<file path="src/rtl/timer_scheduler.sv">
// Shared prescaler plus one time-multiplexed decrementer serving CHANNELS software timers.
// Each channel runs periodic or one-shot and emits a one-cycle elapsed pulse on expiry.
module timer_scheduler #(
   parameter int unsigned CHANNELS    = 4,
   parameter int unsigned TICK_DIV    = 50000,
   parameter int unsigned COUNT_WIDTH = 16
) (
   input  logic                        clock,
   input  logic                        reset,
   input  logic                        cfg_write,
   input  logic [$clog2(CHANNELS)-1:0] cfg_channel,
   input  logic [COUNT_WIDTH-1:0]      cfg_period,
   input  logic                        cfg_oneshot,
   input  logic [CHANNELS-1:0]         start,
   input  logic [CHANNELS-1:0]         stop,
   output logic [CHANNELS-1:0]         running,
   output logic [CHANNELS-1:0]         elapsed,
   output logic                        tick
);

   localparam int unsigned IW = $clog2(CHANNELS);
   localparam int unsigned PW = (TICK_DIV > 1) ? $clog2(TICK_DIV) : 1;

   if (CHANNELS < 2 || TICK_DIV < CHANNELS + 2) begin : g_param_check
      $error("timer_scheduler: CHANNELS must be >= 2 and TICK_DIV >= CHANNELS+2");
   end

   typedef enum logic {
      IDLE,
      SCAN
   } state_t;

   state_t                 state_q, state_d;
   logic [IW-1:0]          idx_q, idx_d;
   logic [PW-1:0]          presc_q, presc_d;
   logic                   tick_q, tick_d;
   logic                   svc_valid;

   logic [COUNT_WIDTH-1:0] period_q [CHANNELS];
   logic [COUNT_WIDTH-1:0] period_d [CHANNELS];
   logic [COUNT_WIDTH-1:0] count_q  [CHANNELS];
   logic [COUNT_WIDTH-1:0] count_d  [CHANNELS];
   logic [CHANNELS-1:0]    oneshot_q, oneshot_d;
   logic [CHANNELS-1:0]    running_q, running_d;
   logic [CHANNELS-1:0]    elapsed_q, elapsed_d;

   always_comb begin
      tick_d  = (presc_q == PW'(TICK_DIV - 1));
      presc_d = tick_d ? '0 : presc_q + PW'(1);
   end

   always_comb begin
      state_d   = state_q;
      idx_d     = idx_q;
      svc_valid = 1'b0;
      case (state_q)
         IDLE: begin
            if (tick_q) begin
               state_d = SCAN;
               idx_d   = '0;
            end
         end
         SCAN: begin
            svc_valid = 1'b1;
            if (idx_q == IW'(CHANNELS - 1)) begin
               state_d = IDLE;
            end else begin
               idx_d = idx_q + IW'(1);
            end
         end
         default: state_d = IDLE;
      endcase
   end

   // Priority per channel: stop, then a start with nonzero effective period, then the scan service.
   always_comb begin
      oneshot_d = oneshot_q;
      running_d = running_q;
      elapsed_d = '0;
      for (int unsigned k = 0; k < CHANNELS; k++) begin
         logic                   wr_k;
         logic [COUNT_WIDTH-1:0] eff_period;
         period_d[k] = period_q[k];
         count_d[k]  = count_q[k];
         wr_k        = cfg_write && (cfg_channel == IW'(k));
         eff_period  = wr_k ? cfg_period : period_q[k];
         if (wr_k) begin
            period_d[k]  = cfg_period;
            oneshot_d[k] = cfg_oneshot;
         end
         if (stop[k]) begin
            running_d[k] = 1'b0;
         end else if (start[k] && (eff_period != '0)) begin
            count_d[k]   = eff_period;
            running_d[k] = 1'b1;
         end else if (svc_valid && (idx_q == IW'(k)) && running_q[k]) begin
            if (count_q[k] == COUNT_WIDTH'(1)) begin
               elapsed_d[k] = 1'b1;
               // A stored period of 0 means the channel was disabled while counting.
               if (oneshot_q[k] || (period_q[k] == '0)) begin
                  running_d[k] = 1'b0;
               end else begin
                  count_d[k] = period_q[k];
               end
            end else begin
               count_d[k] = count_q[k] - COUNT_WIDTH'(1);
            end
         end
      end
   end

   always_ff @(posedge clock) begin
      if (reset) begin
         state_q   <= IDLE;
         idx_q     <= '0;
         presc_q   <= '0;
         tick_q    <= 1'b0;
         oneshot_q <= '0;
         running_q <= '0;
         elapsed_q <= '0;
         for (int unsigned k = 0; k < CHANNELS; k++) begin
            period_q[k] <= '0;
            count_q[k]  <= '0;
         end
      end else begin
         state_q   <= state_d;
         idx_q     <= idx_d;
         presc_q   <= presc_d;
         tick_q    <= tick_d;
         oneshot_q <= oneshot_d;
         running_q <= running_d;
         elapsed_q <= elapsed_d;
         for (int unsigned k = 0; k < CHANNELS; k++) begin
            period_q[k] <= period_d[k];
            count_q[k]  <= count_d[k];
         end
      end
   end

   assign running = running_q;
   assign elapsed = elapsed_q;
   assign tick    = tick_q;

endmodule

</file>
<file path="config.mk">
export PLATFORM = sky130hd
export DESIGN_NAME = timer_scheduler
export DESIGN_NICKNAME = d
export VERILOG_FILES = /design/src/rtl/timer_scheduler.sv
export SDC_FILE = /design/constraint.sdc
export NUM_CORES = 1
export LEC_CHECK = 0
export CORE_MARGIN = 10
export CORE_UTILIZATION = 30
export CTS_CLUSTER_DIAMETER = 150
export DETAILED_ROUTE_END_ITERATION = 12
export PLACE_DENSITY = 0.49
export SYNTH_ARGS = -nofsm -noshare
export SYNTH_HDL_FRONTEND = slang
export SYNTH_SLANG_ARGS = --single-unit
</file>
<file path="constraint.sdc">
create_clock -name clock -period 3.3 [get_ports clock]
set_clock_uncertainty 0.1 [all_clocks]
set_input_delay 0.66 -clock clock [delete_from_list [all_inputs] [get_ports clock]]
set_output_delay 0.66 -clock clock [all_outputs]
set_load 0.1 [all_outputs]
</file>
# Word-level counts from Yosys, hierarchy flattened
# Memory sizes are Yosys's and may differ from the RTL's.
# Index checks and enable logic that the tools add are counted.
# totals
register_bits	32
ramBits	128
in_bits	30
wordCells	168
memories	2
# memory_table
name	words	width	rd	rd_ports_with_merged_regs	wr	line_no	rtl
count_q	4	16	4	0	4	41	logic [COUNT_WIDTH-1:0] count_q [CHANNELS];
period_q	4	16	4	0	4	39	logic [COUNT_WIDTH-1:0] period_q [CHANNELS];
# op_classes
addsub	6
n_eq_ne	13
muxes	62
bitwise	13
reduce_logical	56
# op_table
operator	count
2-to-1 mux 16 bit	32
equality test 16 x 1 -> 1 bit, second input constant	4
zero test 16 bit	4
nonzero test 16 bit	4
subtractor 16 x 1 -> 16 bit, second input constant	4
2-to-1 mux 1 bit	26
nonzero test 2 bit	12
adder 16 x 1 -> 16 bit, second input constant	1
equality test 16 bit, second input constant	1
logical AND 1 bit	16
OR reduction 4 bit	4
AND reduction 3 bit	4
OR reduction 2 bit	5
equality test 2 bit, second input constant	4
OR 1 bit	8
NOT 1 bit	5
equality test 2 x 1 -> 1 bit, second input constant	2
zero test 2 bit	2
logical OR 1 bit	4
2-to-1 mux 2 bit	2
!= test 2 bit, second input constant	2
case mux 2 bit (2 select lines)	1
adder 2 x 1 -> 2 bit, second input constant	1
case mux 1 bit (2 select lines)	1
AND reduction 2 bit	1

# Longest topological paths before layout
# logic_depth
ltp_word	8
depth_mapped	9

# Worst setup path before layout
# OpenSTA, ideal clock, no wires.
# synth_timing
kind	input port to flip-flop
startpoint	in cfg_period[10]
endpoint	mem count_q[0][5]
t_arrival_ns	2.419
setup_slack_ns	0.646
path_stages	9
path_cell_list	clkbuf_1 > nor4_1 > nand4_1 > buf_2 > a22oi_1 > a21oi_1 > clkbuf_1 > o21ai_0 > a31oi_1
# synth_lines
item	line_no	rtl
start: declaration	12	input logic [COUNT_WIDTH-1:0] cfg_period,
end: declaration	41	

==> summary.md <==
| Metric | Value |
|---|---|
| Endpoints failing hold | `0` |
| Worst slew pin tran | `between 900 and 1000 ps` |
| CTS tree | `built` |
| Synth async-reset ratio | `0%` |
| Layout cell share with drive strength beyond 1 | `between 10% and 20%` |
| Logic gate share of total power | `28.4%` |
| Crit end category | `register` |
| Synthesized cell area | `around 0.0086 mm^2` |
| Total power | `5.83 mW` |
| Internal power | `between 3 and 4 mW` |
| Met3 Routed Length | `1.17 mm` |
| Unique cell type count in the Yosys netlist | `75` |
| DR iter-0 viols | `629` |
| Fmax | `roughly 0.34 GHz` |
| Placer Congestion | `between 0.8 and 0.9` |
| Worst reg2reg path startpoint | `count_q[2][8]` |
| H-tree levels | `4` |
| Post-DR vias/cell | `5.37` |
| Cell count along the critical path | `8` |
| R2R setup slack | `510 ps` |
| Initial Utilization | `a little under a third` |
| Minimum clock period | `2960 ps` |
| Final setup viols | `0` |
| Drt drc | `0` |
| DIE AREA | `0.0357 mm^2` |
| Antenna cell count | `0` |
| Leak Pwr | `3.88 nW` |
| Die Width | `about 190 um` |
| I/O pin cnt | `39` |
| Max Cap Viol | `0` |
| Largest net degree at the start of global routing | `between 100 and 150` |
| WP data required | `between 3000 and 4000 ps` |
| Sw Share | `between 30% and 40%` |
| WL met1 | `14.0 mm` |
| Synth area leaders | `dfxtp_1, nand2_1, a21oi_1` |
| Yosys warns | `0` |
| RSZ-0062 raised after global routing | `false` |
| Worst vdd ir | `329 uV` |
| Crit Path Max Fanout | `8` |
| Flop pwr share | `a little under two fifths` |
| Setup TNS | `0 ps` |
| Sequential area share after synthesis | `a little under two fifths` |
| WL final | `between 20 and 30 mm` |
| Status | `complete, no violations` |
| Commonest non-fill, non-tap cell in the layout | `nand2_1` |
| Area leader, netlist | `dfxtp_1` |
| Post-Syn Area per Cell | `7.92 um^2` |
| Clock Latency Late Sink | `around 450 ps` |
| CTS Sinks | `between 150 and 200` |
| Final net count | `1186` |
| PwrDens | `between 500 and 600 mW/mm^2` |
| CP max-delay cell | `a211oi_1` |
| Area Growth Syn to Fin | `20.6%` |
| Post-CTS setup buffer count | `0` |
| Global route overflow | `0` |
| Rel. slew slack | `between 30 and 40%` |
| Antenna Violating Nets Remaining | `0` |
| Post-cts sizing count | `0` |
| Routed via count | `8239` |
| TritonCTS Buffers | `17` |
| CP Launch Point | `cfg_period[6]` |
| DIE HEIGHT | `189 um` |
| Global-route wire length before repair | `roughly 46 mm` |
| Post-synth net total | `~1.1k` |
| Worst path top cell family by delay | `compound AO/OA/AOI/OAI gates` |
| Global-route usage over all layers | `between 10% and 20%` |
| Worst path cell trace | `clkdlybuf4s50_1 > nor4_1 > nand4_1 > buf_4 > a21oi_1 > a211oi_1 > o221ai_1 > a221oi_1` |
| Core ar. | `0.0279 mm^2` |
| Final period util | `around 90%` |
| Initial antenna violation count | `0` |
| Register clock-pin slew on the reported worst setup and hold paths | `around 70 ps` |
| Met2 WL | `12.7 mm` |
| Synthesized flop and latch total | `160` |
| Most frequent cells in the layout | `nand2_1, dfxtp_1, nor2_1, a21oi_1, buf_4` |
| Commonest register cell after synthesis | `dfxtp_1` |
| Hold Crit Class | `reg -> reg` |
| Port bufs | `38` |
| Core Rows | `slightly above 60` |
| CP max stage delay | `800 ps` |
| Worst path arrival time | `approximately 3200 ps` |
| Critical path buffer and inverter count | `2` |
| P_sw | `2.04 mW` |
| Post-CTS Hold Fix Bufs | `0` |
| Drt first pass iters | `5` |
| Hpwl dp | `approximately 20 mm` |
| Post-synth EDFFs | `0` |
| Cells after Synth | `about 1.1k` |
| R2r endpoint | `count_q[2][14]` |
| Number of global-route vias before repair | `~7.8k` |
| Filler instances | `between 2k and 3k` |
| Final slew viol count | `0` |
| Worst Setup EP | `count_q[2][14]` |
| Worst Reg-to-Reg Cells | `6` |
| Clk pwr share | `roughly 34%` |
| Critical path launch point type | `input pin` |
| CTS max path bufs | `2` |
| DR top layer | `met4` |
| WS Path Type | `in -> reg` |
| Root Driver | `clkbuf_16` |
| WL/cell | `~19 um` |
| Yosys top cell area share | `37.4%` |
## power by group through the flow
stage | clock, mW | combinational [mW] | sequential [mW]
6_report | 2.00 | 1.66 | 2.18
5_1_grt | 2.13 | 1.85 | 2.19
4_1_cts | 2.04 | 1.65 | 2.17
3_5_place_dp | 0 | 1.64 | 2.22
3_3_place_gp | 0 | 1.64 | 2.22
2_1_floorplan | 0 | 1.16 | 2.20
## cell families (layout without fill, tap and decap cells)
group	Yosys count	count (layout)	share of synthesized area [%]
compound gates	295	295	22.9
xor+xnor	51	51	5.22
fa+ha+maj	13	13	1.90
buf+inv	93	169	4.65
flops	160	160	37.4
mux	20	20	2.35
simple gates	448	448	25.6
## metrics by stage
step	setup slack, ps	cells	hold WS, ps	area [um^2]	util, %
2_1_floorplan	646	1080	313	8560	-
3_3_place_gp	-383	1500	327	9730	34.8
3_5_place_dp	-102	1502	330	9740	34.9
4_1_cts	338	1534	338	10300	37.0
5_1_grt	122	1534	390	10300	37.0
6_report	344	1534	340	10300	37.0
## cells in the mapped netlist (all sizes together), types with 7 or more instances
library cell,number
o221ai,21
o31ai,8
nor2,94
and3,10
xor2,20
dfxtp,160
nor3b,8
mux2i,19
nand2,169
a211oi,9
inv,20
buf,17
nand4,9
nand3,37
nand2b,12
nor4,35
nand3b,7
xnor2,31
clkbuf,56
o22ai,21
o21ai,63
or4,10
o211ai,8
a311oi,7
a21oi,82
nor3,19
and2,10
ha,13
o32ai,20
## layer usage
| layer | global-route usage, % | vias up |
|---|---|---|
| met5 | 0 | - |
| met4 | 4.95 | 0 |
| met3 | 2.87 | 27 |
| met2 | 24.0 | 187 |
| met1 | 22.5 | 3943 |
| li1 | - | 4082 |
## final cells by class
cell class	instances	area [um^2]	share of cell area, %
clock buffer	17	425	4.12
multi-input combinational	827	4960	48.0
timing repair buffer	117	1030	9.99
clock inverter	15	160	1.55
inverter	20	75.1	0.727
sequential	160	3200	31.0
tap	378	473	4.58
## worst min path at each step
stage                       from            to  slack, ps  depth (start not counted)
floorplan             presc_q[0]    presc_q[0]        310                          1
global placement      presc_q[0]    presc_q[0]        330                          1
detailed placement    presc_q[0]    presc_q[0]        330                          1
CTS                   presc_q[0]    presc_q[0]        340                          1
global route        oneshot_q[1]  oneshot_q[1]        390                          2
finish                presc_q[0]    presc_q[0]        340                          1
## registers in the layout, indices dropped and copies added, names as in the netlist
name and count:
period_q 64, elapsed 4, idx_q 2, count_q 64
presc_q 16, oneshot_q 4, tick 1, state_q 1
running 4
## worst reg2reg max path: stages (launching register included)
cell and delay (ps):
dfxtp_1 430, or4_1 300, nand4b_1 390, a21oi_1 110
a211oi_1 800, o221ai_1 240, a221oi_1 320
Power figures use the tool's default switching activity.
